`config.mk`:
```
export PLATFORM = sky130hd
export DESIGN_NAME = wb_port_arbiter_flat
export DESIGN_NICKNAME = d
export VERILOG_FILES = /design/src/rtl/wb_port_arbiter_pkg.sv /design/src/rtl/wb_port_arbiter_if.sv /design/src/rtl/wb_port_arbiter_late_fifo.sv /design/src/rtl/wb_port_arbiter.sv /design/src/flat_wrapper.sv
export SDC_FILE = /design/constraint.sdc
export NUM_CORES = 1
export LEC_CHECK = 0
export ABC_AREA = 1
export CORE_MARGIN = 2
export CORE_UTILIZATION = 31
export DETAILED_ROUTE_END_ITERATION = 8
export PLACE_DENSITY = 0.68
export SYNTH_ARGS = -nofsm -noshare
export SYNTH_HDL_FRONTEND = slang
export SYNTH_SLANG_ARGS = --single-unit
```
`constraint.sdc`:
```
create_clock -name clk -period 3.1 [get_ports clk]
set_clock_uncertainty 0.1 [all_clocks]
set_input_delay 0.31 -clock clk [delete_from_list [all_inputs] [get_ports clk]]
set_output_delay 0.31 -clock clk [all_outputs]
set_load 0.01 [all_outputs]
```
`src/rtl/wb_port_arbiter_pkg.sv`:
```
// Shared types and constants for the register-file write-port arbiter.
package wb_port_arbiter_pkg;

    localparam int unsigned XLEN       = 32;
    localparam int unsigned REG_ADDR_W = 5;
    localparam int unsigned NUM_REGS   = 1 << REG_ADDR_W;

    // One register-file write: enable, destination, data.
    typedef struct packed {
        logic                  we;
        logic [REG_ADDR_W-1:0] rd;
        logic [XLEN-1:0]       data;
    } rfWrite_t;

    typedef enum logic {
        NORMAL,
        STARVE
    } starveState_t;

    function automatic logic [NUM_REGS-1:0] oneHot(input logic [REG_ADDR_W-1:0] r);
        logic [NUM_REGS-1:0] v;
        v    = '0;
        v[r] = 1'b1;
        return v;
    endfunction

endpackage

```
`src/rtl/wb_port_arbiter_if.sv`:
```
// Bus bundle between Writeback/late source, the arbiter and the register file.
interface wb_port_arbiter_if;
    import wb_port_arbiter_pkg::*;

    logic                  RegWriteW;
    logic [REG_ADDR_W-1:0] RdW;
    logic [XLEN-1:0]       ResultW;
    logic                  LateValid;
    logic [REG_ADDR_W-1:0] LateRd;
    logic [XLEN-1:0]       LateData;
    logic                  LateReady;
    logic                  RegWriteRF;
    logic [REG_ADDR_W-1:0] RdRF;
    logic [XLEN-1:0]       WDataRF;
    logic [NUM_REGS-1:0]   PendingMask;
    logic                  StallWB;

    // Arbiter side.
    modport slave (
        input  RegWriteW, RdW, ResultW, LateValid, LateRd, LateData,
        output LateReady, RegWriteRF, RdRF, WDataRF, PendingMask, StallWB
    );

    // Environment side (pipeline, late unit, register file, hazard unit).
    modport master (
        output RegWriteW, RdW, ResultW, LateValid, LateRd, LateData,
        input  LateReady, RegWriteRF, RdRF, WDataRF, PendingMask, StallWB
    );

endinterface

```
`src/rtl/wb_port_arbiter_late_fifo.sv`:
```
// Small FIFO holding late results that could not reach the write port.
module late_fifo
    import wb_port_arbiter_pkg::*;
#(
    parameter int unsigned DEPTH = 2
) (
    input  logic                              clk,
    input  logic                              rst,
    input  logic                              push,
    input  logic [REG_ADDR_W-1:0]             pushRd,
    input  logic [XLEN-1:0]                   pushData,
    input  logic                              pop,
    output logic [REG_ADDR_W-1:0]             headRd,
    output logic [XLEN-1:0]                   headData,
    output logic                              full,
    output logic                              empty,
    output logic [$clog2(DEPTH+1)-1:0]        count,
    output logic [DEPTH-1:0]                  entryValid,
    output logic [DEPTH-1:0][REG_ADDR_W-1:0]  entryRd
);

    localparam int unsigned PW = $clog2(DEPTH);
    localparam int unsigned CW = $clog2(DEPTH+1);

    logic [PW-1:0]                     wrPtr;
    logic [PW-1:0]                     rdPtr;
    logic [DEPTH-1:0]                  validQ;
    logic [DEPTH-1:0][REG_ADDR_W-1:0]  memRd;
    logic [XLEN-1:0]                   memData [DEPTH];

    assign full       = (count == CW'(DEPTH));
    assign empty      = (count == '0);
    assign headRd     = memRd[rdPtr];
    assign headData   = memData[rdPtr];
    assign entryValid = validQ;
    assign entryRd    = memRd;

    // Pointers, occupancy and per-slot valid bits.
    // Push only targets a free slot and pop only a filled one, so the two never collide.
    always_ff @(posedge clk or posedge rst) begin
        if (rst) begin
            wrPtr  <= '0;
            rdPtr  <= '0;
            count  <= '0;
            validQ <= '0;
        end else begin
            if (push) begin
                wrPtr         <= wrPtr + PW'(1);
                validQ[wrPtr] <= 1'b1;
            end
            if (pop) begin
                rdPtr         <= rdPtr + PW'(1);
                validQ[rdPtr] <= 1'b0;
            end
            count <= count + CW'(push) - CW'(pop);
        end
    end

    // Entry storage; contents of invalid slots are don't-care.
    always_ff @(posedge clk) begin
        if (push) begin
            memRd[wrPtr]   <= pushRd;
            memData[wrPtr] <= pushData;
        end
    end

endmodule

```
`src/rtl/wb_port_arbiter.sv`:
```
// Register-file write-port arbiter: pipeline first, buffered late results next,
// same-cycle bypass for late results when nothing is queued.
module wb_port_arbiter
    import wb_port_arbiter_pkg::*;
#(
    parameter int unsigned DEPTH    = 2,
    parameter int unsigned MAX_WAIT = 4
) (
    input  logic               clk,
    input  logic               rst,
    wb_port_arbiter_if.slave   bus
);

    localparam int unsigned CW = $clog2(DEPTH+1);

    logic                             pipeActive;
    logic                             lateXfer;
    logic                             lateUseful;
    logic                             push;
    logic                             pop;
    logic                             bypass;
    logic [REG_ADDR_W-1:0]            headRd;
    logic [XLEN-1:0]                  headData;
    logic                             full;
    logic                             empty;
    logic [CW-1:0]                    count;
    logic [CW-1:0]                    countNext;
    logic [DEPTH-1:0]                 entryValid;
    logic [DEPTH-1:0][REG_ADDR_W-1:0] entryRd;
    rfWrite_t                         wr;
    logic [NUM_REGS-1:0]              mask;
    starveState_t                     state;
    logic [3:0]                       waitCnt;
    logic [3:0]                       waitInc;
    logic                             stallQ;

    late_fifo #(.DEPTH(DEPTH)) uFifo (
        .clk        (clk),
        .rst        (rst),
        .push       (push),
        .pushRd     (bus.LateRd),
        .pushData   (bus.LateData),
        .pop        (pop),
        .headRd     (headRd),
        .headData   (headData),
        .full       (full),
        .empty      (empty),
        .count      (count),
        .entryValid (entryValid),
        .entryRd    (entryRd)
    );

    // Handshake and port-selection decisions.
    always_comb begin
        pipeActive = bus.RegWriteW && (bus.RdW != '0);
        lateXfer   = bus.LateValid && !full;
        lateUseful = lateXfer && (bus.LateRd != '0);
        pop        = !pipeActive && !empty;
        bypass     = !pipeActive && empty && lateUseful;
        push       = lateUseful && !bypass;
        countNext  = count + CW'(push) - CW'(pop);
        waitInc    = waitCnt + 4'd1;
    end

    // Write-port mux in priority order: pipeline, FIFO head, bypass, idle.
    always_comb begin
        wr = '0;
        if (pipeActive) begin
            wr.we   = 1'b1;
            wr.rd   = bus.RdW;
            wr.data = bus.ResultW;
        end else if (!empty) begin
            wr.we   = 1'b1;
            wr.rd   = headRd;
            wr.data = headData;
        end else if (bypass) begin
            wr.we   = 1'b1;
            wr.rd   = bus.LateRd;
            wr.data = bus.LateData;
        end
    end

    // Destinations with a queued write, for the hazard unit.
    always_comb begin
        mask = '0;
        for (int unsigned i = 0; i < DEPTH; i++) begin
            if (entryValid[i]) begin
                mask = mask | oneHot(entryRd[i]);
            end
        end
    end

    // Starvation FSM: count blocked cycles, request a bubble until the FIFO drains.
    always_ff @(posedge clk or posedge rst) begin
        if (rst) begin
            state   <= NORMAL;
            waitCnt <= '0;
            stallQ  <= 1'b0;
        end else begin
            case (state)
                NORMAL: begin
                    if (empty || pop) begin
                        waitCnt <= '0;
                    end else if (pipeActive) begin
                        if (waitInc == 4'(MAX_WAIT)) begin
                            state   <= STARVE;
                            waitCnt <= '0;
                            stallQ  <= 1'b1;
                        end else begin
                            waitCnt <= waitInc;
                        end
                    end
                end
                STARVE: begin
                    waitCnt <= '0;
                    if (countNext == '0) begin
                        state  <= NORMAL;
                        stallQ <= 1'b0;
                    end
                end
                default: begin
                    state   <= NORMAL;
                    waitCnt <= '0;
                    stallQ  <= 1'b0;
                end
            endcase
        end
    end

    assign bus.LateReady   = !full;
    assign bus.RegWriteRF  = wr.we;
    assign bus.RdRF        = wr.rd;
    assign bus.WDataRF     = wr.data;
    assign bus.PendingMask = mask;
    assign bus.StallWB     = stallQ;

endmodule

```
`src/flat_wrapper.sv`:
```
// flat-port wrapper written by rule: the top's interface ports become plain ports
module wb_port_arbiter_flat import wb_port_arbiter_pkg::*;
#(
    parameter int unsigned DEPTH    = 2,
    parameter int unsigned MAX_WAIT = 4
)
  (clk, rst, bus_RegWriteW, bus_RdW, bus_ResultW, bus_LateValid, bus_LateRd, bus_LateData, bus_LateReady, bus_RegWriteRF, bus_RdRF, bus_WDataRF, bus_PendingMask, bus_StallWB);
  wb_port_arbiter_if bus_i ();
  input  logic clk;
  input  logic rst;
  input wire logic [$bits(bus_i.RegWriteW)-1:0] bus_RegWriteW;
  input wire logic [$bits(bus_i.RdW)-1:0] bus_RdW;
  input wire logic [$bits(bus_i.ResultW)-1:0] bus_ResultW;
  input wire logic [$bits(bus_i.LateValid)-1:0] bus_LateValid;
  input wire logic [$bits(bus_i.LateRd)-1:0] bus_LateRd;
  input wire logic [$bits(bus_i.LateData)-1:0] bus_LateData;
  output wire logic [$bits(bus_i.LateReady)-1:0] bus_LateReady;
  output wire logic [$bits(bus_i.RegWriteRF)-1:0] bus_RegWriteRF;
  output wire logic [$bits(bus_i.RdRF)-1:0] bus_RdRF;
  output wire logic [$bits(bus_i.WDataRF)-1:0] bus_WDataRF;
  output wire logic [$bits(bus_i.PendingMask)-1:0] bus_PendingMask;
  output wire logic [$bits(bus_i.StallWB)-1:0] bus_StallWB;
  assign bus_i.RegWriteW = bus_RegWriteW;
  assign bus_i.RdW = bus_RdW;
  assign bus_i.ResultW = bus_ResultW;
  assign bus_i.LateValid = bus_LateValid;
  assign bus_i.LateRd = bus_LateRd;
  assign bus_i.LateData = bus_LateData;
  assign bus_LateReady = bus_i.LateReady;
  assign bus_RegWriteRF = bus_i.RegWriteRF;
  assign bus_RdRF = bus_i.RdRF;
  assign bus_WDataRF = bus_i.WDataRF;
  assign bus_PendingMask = bus_i.PendingMask;
  assign bus_StallWB = bus_i.StallWB;
  wb_port_arbiter #(.DEPTH(DEPTH), .MAX_WAIT(MAX_WAIT)) u_core (.clk(clk), .rst(rst), .bus(bus_i));
endmodule
```
Yosys cells after proc, flatten, opt, wreduce, memory -nomap -nowiden --
Memory sizes are Yosys's and may differ from the RTL's. Index checks and enable logic that the tools add are counted. Widths: inputs -> output; s select.
Storage, ports and cells: word-level logic and storage cells 92, memory bits (writable) 64, memories kept 1, input bits 78, output and inout bits 72, flip-flop bits (word level) 22
Memory list:
- u_core.uFifo.memData | words 2, width 32, rd ports 1, clocked after memory_dff 0, write ports 1, RTL line wb_port_arbiter_late_fifo.sv:29 | logic [XLEN-1:0] memData [DEPTH];
Cells by class: reductions and logical operators 21, eq/ne operators 7, bitwise operators 5, $add $sub $neg 5, order comparisons 8, multiplexer cells 36
Operators with widths (number):
- $mux 38 | 3
- $mux 32 | 2
- $or 32x32->32 | 1
- $mux 5 | 3
- $mux 1 | 14
- $lt 5x6->1 const B | 2
- $mux 4 | 3
- $logic_and 1x1->1 | 11
- $bwmux 10 | 1
- $demux 1 s5 | 2
- $ge 5x1->1 const B | 2
- $reduce_bool 5->1 | 2
- $pmux 4 s2 | 1
- $demux 5 s1 | 1
- $add 4x1->4 const B | 1
- $eq 4x3->1 const B | 1
- $logic_not 1->1 | 4
- $logic_not 2->1 | 2
- $lt 1x2->1 const B | 2
- $mux 2 | 2
- $ne 2x1->1 const B | 2
- $ne 2x2->1 const B | 2
- $pmux 1 s2 | 2
- $reduce_and 4->1 | 1
- other kinds (12) | 15

Depth between registers and ports, before layout --
word-level depth 12, gate-level depth with buffers 14, depth with buffers taken out 13

By module --
Synthesis repeated with hierarchy kept, for this count alone.
Unflattened totals: cell total of the unflattened synthesis 644, area, all modules 5061.1 um^2
By module, submodules not included:
- late_fifo | area each 2992.9 um^2, instances 1, cells an instance 230, seq. area each 2372.3 um^2
- wb_port_arbiter | area each 2068.2 um^2, instances 1, cells an instance 414, seq. area each 150.1 um^2

Worst setup path before layout --
Ideal clock, no wire load.
path type register to register, start point register u_core.uFifo.count[1], end point register u_core.stallQ (netlist: u_core.bus.StallWB), path buffers 1, path slack 0.899 ns, library setup time 0.123 ns, arrival time 1.978 ns, cell stages (with the launch flop) 12, period minus slack after synthesis 2.201 ns, data required time 2.877 ns, cells stage by stage dfrtp_1 nor2_4 inv_2 nand2_2 buf_2 inv_1 ha_1 inv_1 ha_1 or2_2 o21ai_0 nand2_1
On the way: longest elaborated chain between the ends 12, elaborated cells on any way between the ends 18, classes of those cells 2 x add/sub; 3 x eq/ne; 13 x reduce/logical
RTL lines:
- from (decl) | RTL line wb_port_arbiter_late_fifo.sv:17 | output logic [$clog2(DEPTH+1)-1:0] count,
- from (signal assigned) | RTL line wb_port_arbiter_late_fifo.sv:55 | count <= count + CW'(push) - CW'(pop);
- $eq 2x2->1 | RTL line wb_port_arbiter_late_fifo.sv:31 | assign full = (count == CW'(DEPTH));
- $logic_not 1->1 | RTL line wb_port_arbiter.sv:56 | lateXfer = bus.LateValid && !full;
- $logic_and 1x1->1 | RTL line wb_port_arbiter.sv:56
- $logic_and 1x1->1 | RTL line wb_port_arbiter.sv:57 | lateUseful = lateXfer && (bus.LateRd != '0);
- $logic_and 1x1->1 | RTL line wb_port_arbiter.sv:59 | bypass = !pipeActive && empty && lateUseful;
- $logic_not 1->1 | RTL line wb_port_arbiter.sv:60 | push = lateUseful && !bypass;
- $logic_and 1x1->1 | RTL line wb_port_arbiter.sv:60
- $add 2x1->2 | RTL line wb_port_arbiter.sv:61 | countNext = count + CW'(push) - CW'(pop);
- $sub 2x1->2 (*) | RTL line wb_port_arbiter.sv:61
- via u_core.countNext[0] | RTL line wb_port_arbiter.sv:27 | logic [CW-1:0] countNext;
- $logic_not 2->1 (*) | RTL line wb_port_arbiter.sv:116 | if (countNext == '0) begin
- $ne 2x2->1 (no line) (*)
- $reduce_and 4->1 (no line) (*)
- to (signal assigned) | RTL line wb_port_arbiter.sv:108 | stallQ <= 1'b1;
- to (signal assigned) | RTL line wb_port_arbiter.sv:118 | stallQ <= 1'b0;
- to (signal assigned) | RTL line wb_port_arbiter.sv:124 | stallQ <= 1'b0;
- to (decl) | RTL line wb_port_arbiter.sv:35 | logic stallQ;
The timed path passes the listed nets; every way through them passes the cells marked *. A chain may end at the register's enable or synchronous reset.

Worst setup path in the final report --
start point input port bus_LateRd[4], end point output port bus_RdRF[2]
On the way: longest elaborated chain between the ends 6
RTL lines:
- from (decl) | RTL line flat_wrapper.sv:15 | input wire logic [$bits(bus_i.LateRd)-1:0] bus_LateRd;
- $reduce_bool 5->1 | RTL line wb_port_arbiter.sv:57
- $logic_and 1x1->1 | RTL line wb_port_arbiter.sv:57
- $logic_and 1x1->1 | RTL line wb_port_arbiter.sv:59
- $mux 38 | RTL line wb_port_arbiter.sv:76 | end else if (bypass) begin
- $mux 38 | RTL line wb_port_arbiter.sv:72 | end else if (!empty) begin
- $mux 38 | RTL line wb_port_arbiter.sv:68 | if (pipeActive) begin
- to (decl) | RTL line flat_wrapper.sv:19 | output wire logic [$bits(bus_i.RdRF)-1:0] bus_RdRF;
Every way passes these cells.

==> out/results.ini <==
[timing]
finalCriticalPeriod_ps = 2813
slew_headroom_pct = 60.77
timing.final.crit_share_pct = 90.73
hold_violations = 0
tightest_slew_ps = 586.3
drv_slew = 0
max_freq_ghz = 0.3555
setup_viol = 0
setup_tns_ps = 0
rsz0062_at_grt = no

[final_layout]
layout-drive-gt1-share_pct = 5.949
area_growth_pct = 45.52
instances_no_fill = 806
n_antenna_cell = 0
nets = 699
final_common_cell = clkdlybuf4s50_1
final_cell_mix = 149 x clkdlybuf4s50_1, 124 x nand2_1, 74 x edfxtp_1

[critical_path]
cp-end-kind = output port
crit_start = bus_LateRd[4]
critPathLaunchType = input port
r2r-start = u_core.uFifo.count[0]
critPathKind = input port to output port
cp.arrival_ps = 2400
rrSetupSlack_ps = 820
r2r-end = u_core.bus.StallWB
required_ps = 2690
cp_max_fo = 22
reg2reg_depth = 11
cp-endpoint = bus_RdRF[2]

[placed_design]
dp.cells = 790
io_buffer_count = 149
hpwl_um = 8878
gp_congestion = 0.8947

[logic_synthesis]
syn_inst = 461
netlist_area_um2 = 4499
ys_ff_latch = 86
ys_seq_area_share_pct = 56.06
ys_types = 27
synth_warnings = 0
synth.avg_cell_area_um2 = 9.760
syn-num-nets = 543

[clocking]
cts-root-buf = clkbuf_16
h-tree-depth = 3
postCtsHoldBufs = 0
path_clk_slew_ps = 60
cts_sinks = 86
cts_resized = 0
cts_made_buffers = 9
cts_tree = done
clkLatencyLatePin_ps = 330
cts_setup_buffers = 0
clock_path_buffers = 2

[die]
die_area_um2 = 15490
core_area_um2 = 14370
die_height_um = 124.5
die_w_um = 124.5
rows = 44
num_io_pins = 150
start_util_pct = 31.31

[detailed_routing]
finalWirelength_um = 11880
num_vias = 3840
wl_per_cell_um = 14.74
drc = 0
antenna_left = 0
vias_per_cell = 4.764
drtIter0Drc = 180
first_pass_iters = 5

[grt]
grt_start_max_net_pins = 40
antenna_found_initial = 0
grt_pass1_wl_um = 19100
grt_pass1_vias = 3830
overflow = 0
grt.total_usage_pct = 15.41

[power_and_ir_drop]
ir_worst_vdd_mv = 0.3286
powerDensity_nw_per_um2 = 714.2
leakage_uw = 0.002550

[status]
status = finished, final reports clean

[min_path]
hp-class = input port to async pin

[job]
cap_violations = 0

-- synth_stat cells --
library cell	number	area share [%]
clkbuf_1	5	0.42
or2_0	2	0.28
nand2_4	1	0.25
a21oi_1	2	0.22
or2_2	1	0.14
clkbuf_2	1	0.11
o21ai_0	39	4.3
nor2_8	1	0.44
inv_1	25	2.1
nor3_1	11	1.2
buf_6	3	0.75
mux2i_1	32	7.1
nor2_4	1	0.25
dfrtp_1	12	6.7
nand3_1	57	6.3
buf_2	2	0.22
edfxtp_1	74	49
ha_1	4	1.1
nand2_2	3	0.42
a21boi_2	1	0.25
nor2_1	15	1.3
inv_2	3	0.25
xor2_1	1	0.19
xnor2_1	2	0.39
or2_1	35	4.9
buf_4	4	0.67
nand2_1	124	10
-- flip-flops by register name (all words and copies together), names as in the netlist --
signal                   count
u_core.state                 1
u_core.uFifo.entryRd        10
u_core.uFifo.rdPtr           1
u_core.bus.StallWB           1
u_core.uFifo.entryValid      2
u_core.uFifo.wrPtr           1
u_core.waitCnt               4
u_core.uFifo.memData        64
u_core.uFifo.count           2
-- worst min-delay path by stage --
stage	from	endpoint	slack, ps	cells past startpoint
finish	rst	u_core.waitCnt[1]	210	2
global route	rst	u_core.uFifo.entryValid[0]	250	2
CTS	rst	u_core.uFifo.count[1]	210	2
detailed placement	u_core.state	u_core.waitCnt[3]	340	1
floorplan	rst	u_core.bus.StallWB	70	1
global placement	u_core.state	u_core.waitCnt[3]	330	1
-- layout make-up --
type | count | area [µm²]
Clock buffer | 10 | 229.0
Clock inverter | 6 | 86.33
Fill cell | 1372 | 7821
Inverter | 28 | 105.1
Multi-Input combinational cell | 332 | 1774
Sequential cell | 86 | 2524
Tap cell | 184 | 230.2
Timing Repair Buffer | 160 | 1599
-- cell families (layout without fill, tap and decap cells) --
kind of cell / count (synthesis) / after routing / synth area share, %
flip-flops: 86 / 86 / 56.06
buffers and inverters: 43 / 204 / 4.505
multiplexers: 32 / 32 / 7.119
adder cells (fa/ha/maj): 4 / 4 / 1.112
AND/OR/NAND/NOR: 251 / 251 / 25.81
XOR/XNOR: 3 / 3 / 0.5841
AO/OA/AOI/OAI: 42 / 42 / 4.811
-- through the flow --
| step | hold slack [ps] | power (µW) | setup WS [ps] | utilization, % | instance area [µm²] |
|---|---|---|---|---|---|
| after floorplan | 74.70 | 2770 | 899.3 | - | 4499 |
| after global placement | 332.3 | 3558 | 290.5 | 43.37 | 6232 |
| after detailed placement | 340.8 | 3605 | 277.2 | 43.37 | 6232 |
| after CTS | 210.1 | 4743 | 281.9 | 45.57 | 6548 |
| after global routing | 248.4 | 4969 | 166.5 | 45.57 | 6548 |
| final | 205.0 | 4676 | 287.4 | 45.57 | 6548 |
-- routing by layer --
| layer | share of wire [%] | vias up | track usage (%) |
|---|---|---|---|
| li1 | - | 1891 | - |
| met1 | 43 | 1767 | 18.56 |
| met2 | 49 | 162 | 26.36 |
| met3 | 6.2 | 20 | 3.866 |
| met4 | 2.0 | 0 | 6.213 |
| met5 | 0 | - | 0 |
-- power breakdown --
group          total [µW]  switching, µW  leakage [µW]  internal [µW]
Clock                1120            412      0.000154            704
Sequential           1710            137      0.000836           1570
Combinational        1850            975       0.00156            878
-- critical path: stages --
cell and delay [ps]:
clkdlybuf4s50_1 590, nor2_1 90, nand3_1 130, nand2_2 120
nor2_8 120, buf_4 280, nand2_1 120, nand3_1 100
clkdlybuf4s50_1 540
(Power assumes the default switching activity.)
